===== src/rtl/pipeline_hazard_ctrl5.sv =====
// ---------------------------------------------------------------------------
// pipeline_hazard_ctrl5
//
// Central stall/flush scheduler for the 5-stage pipeline
// (IF, ID, IDR, EXB, EXA/MEM/WB).
//
// Each cycle one of four modes applies, highest priority first:
//   1. Memory back-pressure (mem_busy): the whole pipeline holds.
//   2. Taken branch resolved in EXB: the PC is redirected and the three
//      younger stage registers (IF, ID, IDR) are flushed.
//   3. Load-use bubble: the PC, IF and ID hold and IDR receives a bubble.
//      Bubbles continue for LOAD_USE_BUBBLES cycles per hazard.
//   4. Normal: no control is asserted.
//
// All control outputs are combinational from the current state and the
// inputs, so they take effect at the very next edge. While reset is high,
// every control output is forced low.
//
// Parameters
//   LOAD_USE_BUBBLES  bubbles inserted per load-use hazard (legal 1..7)
//   CNT_W             width of the performance counters
//
// Ports
//   clk                   clock, all state updates on the rising edge
//   reset                 synchronous, active-high reset
//   mem_busy              data memory not ready, hold the whole pipeline
//   branch_taken_EXB      taken branch/jump flag from EXB
//   rs1_ID, rs2_ID        source registers of the instruction in ID
//   rs1_used_ID/rs2_used_ID  the corresponding source is actually read
//   rd_IDR                destination register of the instruction in IDR
//   rf_wr_en_IDR          register-file write enable of the IDR instruction
//   dm_rd_ctrl_IDR        load control of the IDR instruction (non-zero = load)
//   pc_stall              hold the PC
//   stall_IF..stall_EXA   hold the named stage output registers
//   flush_IF..flush_IDR   clear the named stage output registers
//   redirect_en           PC loads the branch target at the next edge
//   lu_active             load-use FSM is inserting follow-up bubbles
//   stall_cycle_cnt       number of cycles with pc_stall asserted
//   redirect_cnt          number of accepted redirects
// ---------------------------------------------------------------------------
module pipeline_hazard_ctrl5 #(
    parameter int unsigned LOAD_USE_BUBBLES = 2,
    parameter int unsigned CNT_W            = 32
) (
    input  logic             clk,
    input  logic             reset,
    input  logic             mem_busy,
    input  logic             branch_taken_EXB,
    input  logic [4:0]       rs1_ID,
    input  logic [4:0]       rs2_ID,
    input  logic             rs1_used_ID,
    input  logic             rs2_used_ID,
    input  logic [4:0]       rd_IDR,
    input  logic             rf_wr_en_IDR,
    input  logic [2:0]       dm_rd_ctrl_IDR,
    output logic             pc_stall,
    output logic             stall_IF,
    output logic             stall_ID,
    output logic             stall_IDR,
    output logic             stall_EXB,
    output logic             stall_EXA,
    output logic             flush_IF,
    output logic             flush_ID,
    output logic             flush_IDR,
    output logic             redirect_en,
    output logic             lu_active,
    output logic [CNT_W-1:0] stall_cycle_cnt,
    output logic [CNT_W-1:0] redirect_cnt
);

    // -----------------------------------------------------------------------
    // State
    // -----------------------------------------------------------------------
    typedef enum logic {
        RUN     = 1'b0,
        LU_WAIT = 1'b1
    } state_e;

    // The detection cycle is the first bubble, so LU_WAIT covers the
    // remaining LOAD_USE_BUBBLES-1 cycles.
    localparam logic [2:0] BUB_INIT     = 3'(LOAD_USE_BUBBLES - 1);
    localparam bit         MULTI_BUBBLE = (LOAD_USE_BUBBLES > 1);

    state_e           state_q, state_d;
    logic [2:0]       bub_cnt_q, bub_cnt_d;
    logic [CNT_W-1:0] stall_cnt_q, stall_cnt_d;
    logic [CNT_W-1:0] redirect_cnt_q, redirect_cnt_d;

    // -----------------------------------------------------------------------
    // Load-use hazard detection
    // -----------------------------------------------------------------------
    // A load in IDR produces its value too late for the instruction in ID.
    // Writes to x0 are discarded by the register file and never hazard.
    logic is_load_IDR;
    logic rd_nonzero_IDR;
    logic rs1_hit;
    logic rs2_hit;
    logic lu_hz;

    assign is_load_IDR    = |dm_rd_ctrl_IDR;
    assign rd_nonzero_IDR = |rd_IDR;
    assign rs1_hit        = rs1_used_ID && (rs1_ID == rd_IDR);
    assign rs2_hit        = rs2_used_ID && (rs2_ID == rd_IDR);
    assign lu_hz          = is_load_IDR && rf_wr_en_IDR && rd_nonzero_IDR
                            && (rs1_hit || rs2_hit);

    // -----------------------------------------------------------------------
    // Mode selection (mutually exclusive, priority encoded)
    // -----------------------------------------------------------------------
    logic mode_mem;  // whole-pipeline freeze
    logic mode_br;   // redirect + flush of younger stages
    logic mode_lu;   // load-use bubble (detection cycle or LU_WAIT)

    // lu_hz is ignored once in LU_WAIT: the bubble count for the current
    // hazard is already committed, and the ID instruction is still the same.
    assign mode_mem = !reset && mem_busy;
    assign mode_br  = !reset && !mem_busy && branch_taken_EXB;
    assign mode_lu  = !reset && !mem_busy && !branch_taken_EXB
                      && ((state_q == LU_WAIT) || lu_hz);

    // -----------------------------------------------------------------------
    // Control outputs
    // -----------------------------------------------------------------------
    // During a load-use bubble IDR is flushed rather than held, so the
    // stall/flush pairs for the same register stay exclusive in every mode.
    assign pc_stall    = mode_mem || mode_lu;
    assign stall_IF    = mode_mem || mode_lu;
    assign stall_ID    = mode_mem || mode_lu;
    assign stall_IDR   = mode_mem;
    assign stall_EXB   = mode_mem;
    assign stall_EXA   = mode_mem;
    assign flush_IF    = mode_br;
    assign flush_ID    = mode_br;
    assign flush_IDR   = mode_br || mode_lu;
    assign redirect_en = mode_br;
    assign lu_active   = !reset && (state_q == LU_WAIT);

    assign stall_cycle_cnt = stall_cnt_q;
    assign redirect_cnt    = redirect_cnt_q;

    // -----------------------------------------------------------------------
    // Next-state logic
    // -----------------------------------------------------------------------
    // NOTE: every signal assigned here gets a default first, so no path can
    // leave a value unassigned and infer a latch.
    always_comb begin
        state_d        = state_q;
        bub_cnt_d      = bub_cnt_q;
        stall_cnt_d    = stall_cnt_q + {{(CNT_W-1){1'b0}}, pc_stall};
        redirect_cnt_d = redirect_cnt_q + {{(CNT_W-1){1'b0}}, mode_br};

        if (mode_br) begin
            // A taken branch discards the stalled instruction, so any
            // pending bubbles are abandoned.
            state_d   = RUN;
            bub_cnt_d = 3'd0;
        end else if (mode_lu) begin
            if (state_q == LU_WAIT) begin
                if (bub_cnt_q <= 3'd1) begin
                    state_d   = RUN;
                    bub_cnt_d = 3'd0;
                end else begin
                    bub_cnt_d = bub_cnt_q - 3'd1;
                end
            end else if (MULTI_BUBBLE) begin
                state_d   = LU_WAIT;
                bub_cnt_d = BUB_INIT;
            end
        end
        // mode_mem: FSM and bubble count keep their values (defaults).
    end

    // -----------------------------------------------------------------------
    // State registers
    // -----------------------------------------------------------------------
    // NOTE: sequential state uses non-blocking assignments so every register
    // samples the pre-edge value of every other register.
    always_ff @(posedge clk) begin
        if (reset) begin
            state_q        <= RUN;
            bub_cnt_q      <= 3'd0;
            stall_cnt_q    <= '0;
            redirect_cnt_q <= '0;
        end else begin
            state_q        <= state_d;
            bub_cnt_q      <= bub_cnt_d;
            stall_cnt_q    <= stall_cnt_d;
            redirect_cnt_q <= redirect_cnt_d;
        end
    end

endmodule


===== config.mk =====
export PLATFORM = sky130hd
export DESIGN_NAME = pipeline_hazard_ctrl5
export DESIGN_NICKNAME = d
export VERILOG_FILES = /design/src/rtl/pipeline_hazard_ctrl5.sv
export SDC_FILE = /design/constraint.sdc
export NUM_CORES = 1
export LEC_CHECK = 0
export BUFFER_PORTS_ARGS = -buffer_cell sky130_fd_sc_hd__clkbuf_2
export CAP_MARGIN = 0
export CORE_AREA = 3 3 119 121
export CTS_BUF_LIST = sky130_fd_sc_hd__clkbuf_8
export CTS_CLUSTER_DIAMETER = 150
export DETAILED_ROUTE_END_ITERATION = 6
export DIE_AREA = 0 0 122 124
export PLACE_DENSITY = 0.45
export SLEW_MARGIN = 10
export SYNTH_ARGS = -nofsm -noshare
export SYNTH_HDL_FRONTEND = slang
export SYNTH_SLANG_ARGS = --single-unit
export TNS_END_PERCENT = 30

===== constraint.sdc =====
create_clock -name clk -period 5.1 [get_ports clk]
set_input_delay 0 -clock clk [delete_from_list [all_inputs] [get_ports clk]]
set_output_delay 0 -clock clk [all_outputs]
set_load 0.05 [all_outputs]

==> flow_metrics.env, run 1 <==
export IMPL_maxSlewHeadroom=0.506
export IMPL_vdd_drop_max_mv=0.102
export IMPL_port_buffer_count=99
export IMPL_hold_depth=4
export IMPL_postCtsSetupBuffers=0
export IMPL_cp_start_kind="input pin"
export IMPL_areaGrowthSynthToFinish_pct=26.1
export IMPL_setup_worst_path_start="mem_busy"
export IMPL_ys_seq_elements=68
export IMPL_insertion_delay_ns=0.34
export IMPL_cp_max_fo=5
export IMPL_clk_path_buf_depth=2
export IMPL_wl_per_cell_um=12.8
export IMPL_cts_tree="yes"
export IMPL_start_util=0.250
export IMPL_worst_r2r_endpoint="stall_cycle_cnt[20]"
export IMPL_tightest_slew_ns=0.742
export IMPL_syn_avg_cell_area_um2=8.67
export IMPL_fin_crit_ns=2.88
export IMPL_via_per_inst=4.39
export IMPL_h_tree_depth=3
export IMPL_setup_violations=0
export IMPL_yosysTopAreaCellShare=0.413
export IMPL_drt_iter0_markers=93
export IMPL_syn_inst=380
export IMPL_path_cells="dlygate4sd3_1, clkbuf_2, nor3_2, o311ai_0, a21oi_1, and2_1, or3_1, ha_1, ha_1, and2_0, nand3_1, or3_1, a21oi_1"
export IMPL_die_h_um=124
export IMPL_status="finished, final reports clean"
export IMPL_final_hold_violation_count=0
export IMPL_end_kind="register"
export IMPL_worstHoldPathType="input pin to register"
export IMPL_fmax_mhz=347
export IMPL_drive_gt1_frac=0.266
export IMPL_synth_area_um2=3290
export IMPL_r2r_start="state_q"
export IMPL_layout_commonest_cell="clkbuf_2"
export IMPL_register_area_um2=1360
export IMPL_worstHoldStart="branch_taken_EXB"
export IMPL_p_leak_nw=1.69
export IMPL_synth_largest_area_cell="dfxtp_1"
export IMPL_cap_violations=0
export IMPL_grt_first_pass_wirelength_mm=13.7
export IMPL_nFillCells=1429
export IMPL_hold_end="bub_cnt_q[1]"
export IMPL_coreArea_um2=13200
export IMPL_grt_pass1_vias=2819
export IMPL_multiInputGateArea_um2=1790
export IMPL_root_buffer="clkbuf_8"
export IMPL_p_per_area_nw_per_um2=268
export IMPL_synth_area_leaders="dfxtp_1 (41%), xor2_1 (8.8%), xnor2_1 (8.5%)"
export IMPL_num_io_pins=100
export IMPL_final_cell_mix="clkbuf_2 (99), dfxtp_1 (68), nor2_1 (65)"
export IMPL_globalRoute_totalOverflow=0
export IMPL_vias=2871
export IMPL_ant_nets=0
export IMPL_clkTransAtPathRegs_ns=0.08
export IMPL_gp_congestion=0.822
export IMPL_crit_type="input pin to register"
export IMPL_skew_ns=0.0121
export IMPL_slowest_delay_ns=0.54
export IMPL_firstDrtPassIters=6
export IMPL_dpl_hpwl_mm=6.15
export IMPL_critPathSlowestCell="dlygate4sd3_1"
export IMPL_reg2reg_slack_ns=2.73
export IMPL_antenna_found_initial=0
export IMPL_nets=503
export IMPL_antenna_cells=0
export IMPL_numCtsBuffers=9
export IMPL_yosys_warnings=0
export IMPL_cp_required_ns=5.38
export IMPL_die_x_um=122
export IMPL_min_period_over_period=0.565
export IMPL_dieArea_um2=15100
export IMPL_finalPower_w=0.00111
export IMPL_num_rows=42
export IMPL_yosysSeqAreaShare=0.413
export IMPL_r2r_cells=8
export IMPL_syn_nets=410
export IMPL_utilization=0.315
export IMPL_drc=0
export IMPL_ys_types=39
export IMPL_grt_usage=0.114
export IMPL_rsz0062_at_grt="no"
export IMPL_cts_sinks=68
export IMPL_grt_max_degree=70
export IMPL_tns_ns=0
export IMPL_slew_viol_final=0
export IMPL_wl_mm=8.36
export IMPL_critical_path_arrival_ns=3.16
## Yosys cell counts, drive strengths merged
| master | n |
|---|---|
| dfxtp | 68 |
| nor2 | 65 |
| xor2 | 33 |
| xnor2 | 32 |
| nand3 | 30 |
| nand2 | 29 |
| nand4 | 16 |
| buf | 12 |
| nor3 | 11 |
| inv | 10 |
| a21oi | 9 |
| nor4 | 8 |
| or3 | 8 |
| and3 | 7 |
| clkbuf | 7 |
| and4 | 6 |
| and2 | 5 |
| ha | 5 |
| o21ai | 5 |
| nor2b | 4 |
| a221oi | 2 |
| nor3b | 2 |
| a311oi | 1 |
| nand3b | 1 |
| o22ai | 1 |
| o311a | 1 |
| o311ai | 1 |
| or2 | 1 |
## layer usage
metal / track usage / up-vias / wire length (um)
met4: 0.0553 / 0 / 187
li1: - / 1467 / -
met5: 0 / - / 0
met3: 0.0223 / 11 / 323
met2: 0.193 / 55 / 4080
met1: 0.140 / 1338 / 3760
## power by group
group	total, W	leakage [nW]	switching [W]	internal (W)
combinational	0.0000646	1.03	0.0000446	0.0000201
sequential	0.000533	0.548	0.00000115	0.000532
clock	0.000515	0.112	0.000212	0.000303
total	0.00111	1.69	0.000258	0.000855
## layout make-up
class | instances | area share
repair buffers | 101 | 0.123
well taps | 176 | 0.0530
clock inverters | 5 | 0.0202
inverters | 10 | 0.00904
multi-input cells | 283 | 0.430
flip-flops and latches | 68 | 0.328
clock buffers | 11 | 0.0364
## stage by stage
stage          setup WS [ns]  std cells  hold WS (ns)  instance area (um^2)
6_report                2.22        654        0.0525                  4150
5_1_grt                 1.90        654        0.0677                  4150
4_1_cts                 2.23        654        0.0385                  4150
3_5_place_dp            2.00        637         0.337                  3910
3_3_place_gp            2.21        637         0.335                  3910
2_1_floorplan           2.14        380         0.175                  3290
## flip-flops by register name, summed over array words and instances, names as in the netlist
name,flops
redirect_cnt,32
stall_cycle_cnt,32
bub_cnt_q,3
state_q,1
## what timing repair did
action / in CTS / in global routing
hold buffers: 1 / 0
setup endpoints to repair: 0 / 0
gates resized for setup: 0 / 0
endpoints found under the hold margin: 1 / 0
## critical path, delay by kind of cell
kind	cells	cell delay, ns
AOI/OAI and AO/OA	3	0.51
and+or+nand+nor	6	1.50
buffers and inverters	2	0.67
adders and majority gates	2	0.46
## how the worst max path moves through the flow
stage | cells after the start | end | slack [ns]
3_5_place_dp | 13 | stall_cycle_cnt[20] | 2.00
5_1_grt | 13 | stall_cycle_cnt[20] | 1.90
6_report | 13 | stall_cycle_cnt[20] | 2.22
3_3_place_gp | 13 | stall_cycle_cnt[20] | 2.21
4_1_cts | 13 | stall_cycle_cnt[20] | 2.23
2_1_floorplan | 8 | redirect_cnt[20] | 2.14
## kinds of logic (layout without fill, tap and decap cells)
family	count (synthesis)	count (layout)	synth area share
DFF	68	68	0.413
adders and majority gates	5	5	0.0190
xor gates and xnor gates	65	65	0.173
and+or+nand+nor	193	193	0.314
buffers and inverters	29	127	0.0444
AOI/OAI and AO/OA	20	20	0.0368
Note: power is estimated with default switching activity, not from simulation.
==> run 2: changes to the inputs <==
==> constraint.sdc (replaced) <==
create_clock -name clk -period 2.7 [get_ports clk]
set_input_delay 0 -clock clk [delete_from_list [all_inputs] [get_ports clk]]
set_output_delay 0 -clock clk [all_outputs]
set_load 0.05 [all_outputs]
==> run 2 against run 1 <==
Register-to-register slack got worse by 2.3 ns. Utilization rose by 0.095 points. Worst setup slack got worse by 1.8 ns. Routed wire length rose by 0.56%. Flip-flop and latch count did not move. Critical path depth fell by 4. Clock skew fell by 0.00098 ns. Sequential share of layout area fell by 0.098 points. Combinational power rose by 90%. Critical path type is now register to register. Largest power group unchanged.
==> flow_metrics.env, run 2 (synthesized netlist as in run 1, its figures left out) <==
export IMPL_slowest_delay_ns=0.44
export IMPL_fmax_mhz=437
export IMPL_antenna_cells=0
export IMPL_tns_ns=0
export IMPL_cp_start_kind="register"
export IMPL_num_io_pins=100
export IMPL_slew_viol_final=0
export IMPL_die_h_um=124
export IMPL_fin_cells=658
export IMPL_postPlaceCellArea_um2=3950
export IMPL_maxSlewHeadroom=0.504
export IMPL_antenna_found_initial=0
export IMPL_globalRoute_totalOverflow=0
export IMPL_insertion_delay_ns=0.36
export IMPL_p_per_area_nw_per_um2=489
export IMPL_rsz0062_at_grt="no"
export IMPL_wl_mm=8.40
export IMPL_skew_ns=0.0111
export IMPL_min_period_over_period=0.848
export IMPL_dieArea_um2=15100
export IMPL_cts_sinks=68
export IMPL_num_rows=42
export IMPL_fin_crit_ns=2.29
export IMPL_firstDrtPassIters=4
export IMPL_dp_cells=642
export IMPL_grt_pass1_vias=2771
export IMPL_die_x_um=122
export IMPL_grt_usage=0.116
export IMPL_cp_max_fo=7
export IMPL_finalPower_w=0.00204
export IMPL_vdd_drop_max_mv=0.167
export IMPL_drc=0
export IMPL_cap_violations=0
export IMPL_holdWs_ns=0.0271
export IMPL_setup_violations=0
export IMPL_coreArea_um2=13200
export IMPL_nFillCells=1424
export IMPL_dpl_hpwl_mm=6.24
export IMPL_drive_gt1_frac=0.272
export IMPL_wl_per_cell_um=12.8
export IMPL_grt_max_degree=67
export IMPL_worstHoldPathType="input pin to register"
export IMPL_cp_required_ns=2.93
export IMPL_port_buffer_count=99
export IMPL_drt_iter0_markers=76
export IMPL_start_util=0.250
export IMPL_clk_path_buf_depth=2
export IMPL_critPathSlowestCell="or3_1"
export IMPL_crit_type="register to register"
export IMPL_p_leak_nw=1.72
export IMPL_multiInputGateArea_um2=1790
export IMPL_nets=508
export IMPL_via_per_inst=4.46
export IMPL_numCtsBuffers=9
export IMPL_grt_first_pass_wirelength_mm=13.8
export IMPL_cts_tree="yes"
export IMPL_h_tree_depth=3
export IMPL_root_buffer="clkbuf_8"
export IMPL_register_area_um2=1360
export IMPL_postLayoutCellArea_um2=4170
export IMPL_clkTransAtPathRegs_ns=0.08
export IMPL_ant_nets=0
export IMPL_gp_congestion=0.778
export IMPL_end_kind="register"
export IMPL_path_cells="and2_1, or3_1, ha_1, ha_1, and2_0, buf_4, nand3_1, xor2_1, nor2_1"
export IMPL_final_hold_violation_count=0
export IMPL_final_cell_mix="clkbuf_2 (99), dfxtp_1 (68), nor2_1 (65)"
export IMPL_critical_path_arrival_ns=2.52
export IMPL_crit_top_cell="ha_1"
export IMPL_cts_resized=0
export IMPL_tightest_slew_ns=0.737
export IMPL_vias=2932
export IMPL_layout_commonest_cell="clkbuf_2"
export IMPL_status="finished, final reports clean"
export IMPL_areaGrowthSynthToFinish_pct=26.5
-- run 2: cell types whose count changed in the layout (fill, tap and decap cells not counted), sizes merged --
cell      delta
inv          +1
clkbuf       -2
clkinv       +1
clkinvlp     -1
buf          +5
-- run 2: metrics by stage --
stage / util / worst slack (ns)
6_report: 0.316 / 0.410
5_1_grt: 0.316 / 0.200
4_1_cts: 0.316 / 0.386
3_5_place_dp: 0.300 / 0.159
3_3_place_gp: 0.300 / 0.352
2_1_floorplan: - / 0.0183
-- run 2: routing by layer --
| metal | global-route usage | vias to the layer above | routed length (um) |
|---|---|---|---|
| met1 | 0.141 | 1385 | 3780 |
| li1 | - | 1481 | - |
| met4 | 0.0588 | 0 | 160 |
| met2 | 0.193 | 55 | 4080 |
| met5 | 0 | - | 0 |
| met3 | 0.0259 | 11 | 385 |
-- run 2: critical path: cells and delay by family, from the launching register on --
kind | cells | cell delay [ns]
simple gates | 5 | 0.99
fa+ha+maj | 2 | 0.48
flops | 1 | 0.36
buf+inv | 1 | 0.16
xor+xnor | 1 | 0.16
-- run 2: where the power goes --
| group | internal (W) | switching, W | total [W] |
|---|---|---|---|
| sequential | 0.00101 | 0.00000258 | 0.00101 |
| clock | 0.000508 | 0.000396 | 0.000904 |
| combinational | 0.0000389 | 0.0000841 | 0.000123 |
-- run 2: final timing paths --
check	start	end	slack, ns	depth (start not counted)
max	state_q	stall_cycle_cnt[8]	0.41	9
min	branch_taken_EXB	bub_cnt_q[1]	0.03	4
max reg2reg	state_q	stall_cycle_cnt[8]	0.41	9
min reg2reg	redirect_cnt[31]	redirect_cnt[31]	0.52	2
-- run 2: cell type report --
cell class                 count  area share
sequential                    68       0.327
inverter                      10     0.00901
multi-input combinational    283       0.430
tap                          176      0.0529
timing repair buffer         106       0.132
clock inverter                 6      0.0195
clock buffer                   9      0.0297
-- run 2: what timing repair did --
action | CTS | global route
endpoints found under the hold margin | 1 | 0
setup endpoints to repair | 0 | 0
buffers inserted | 0 | 0
hold buffers | 1 | 0
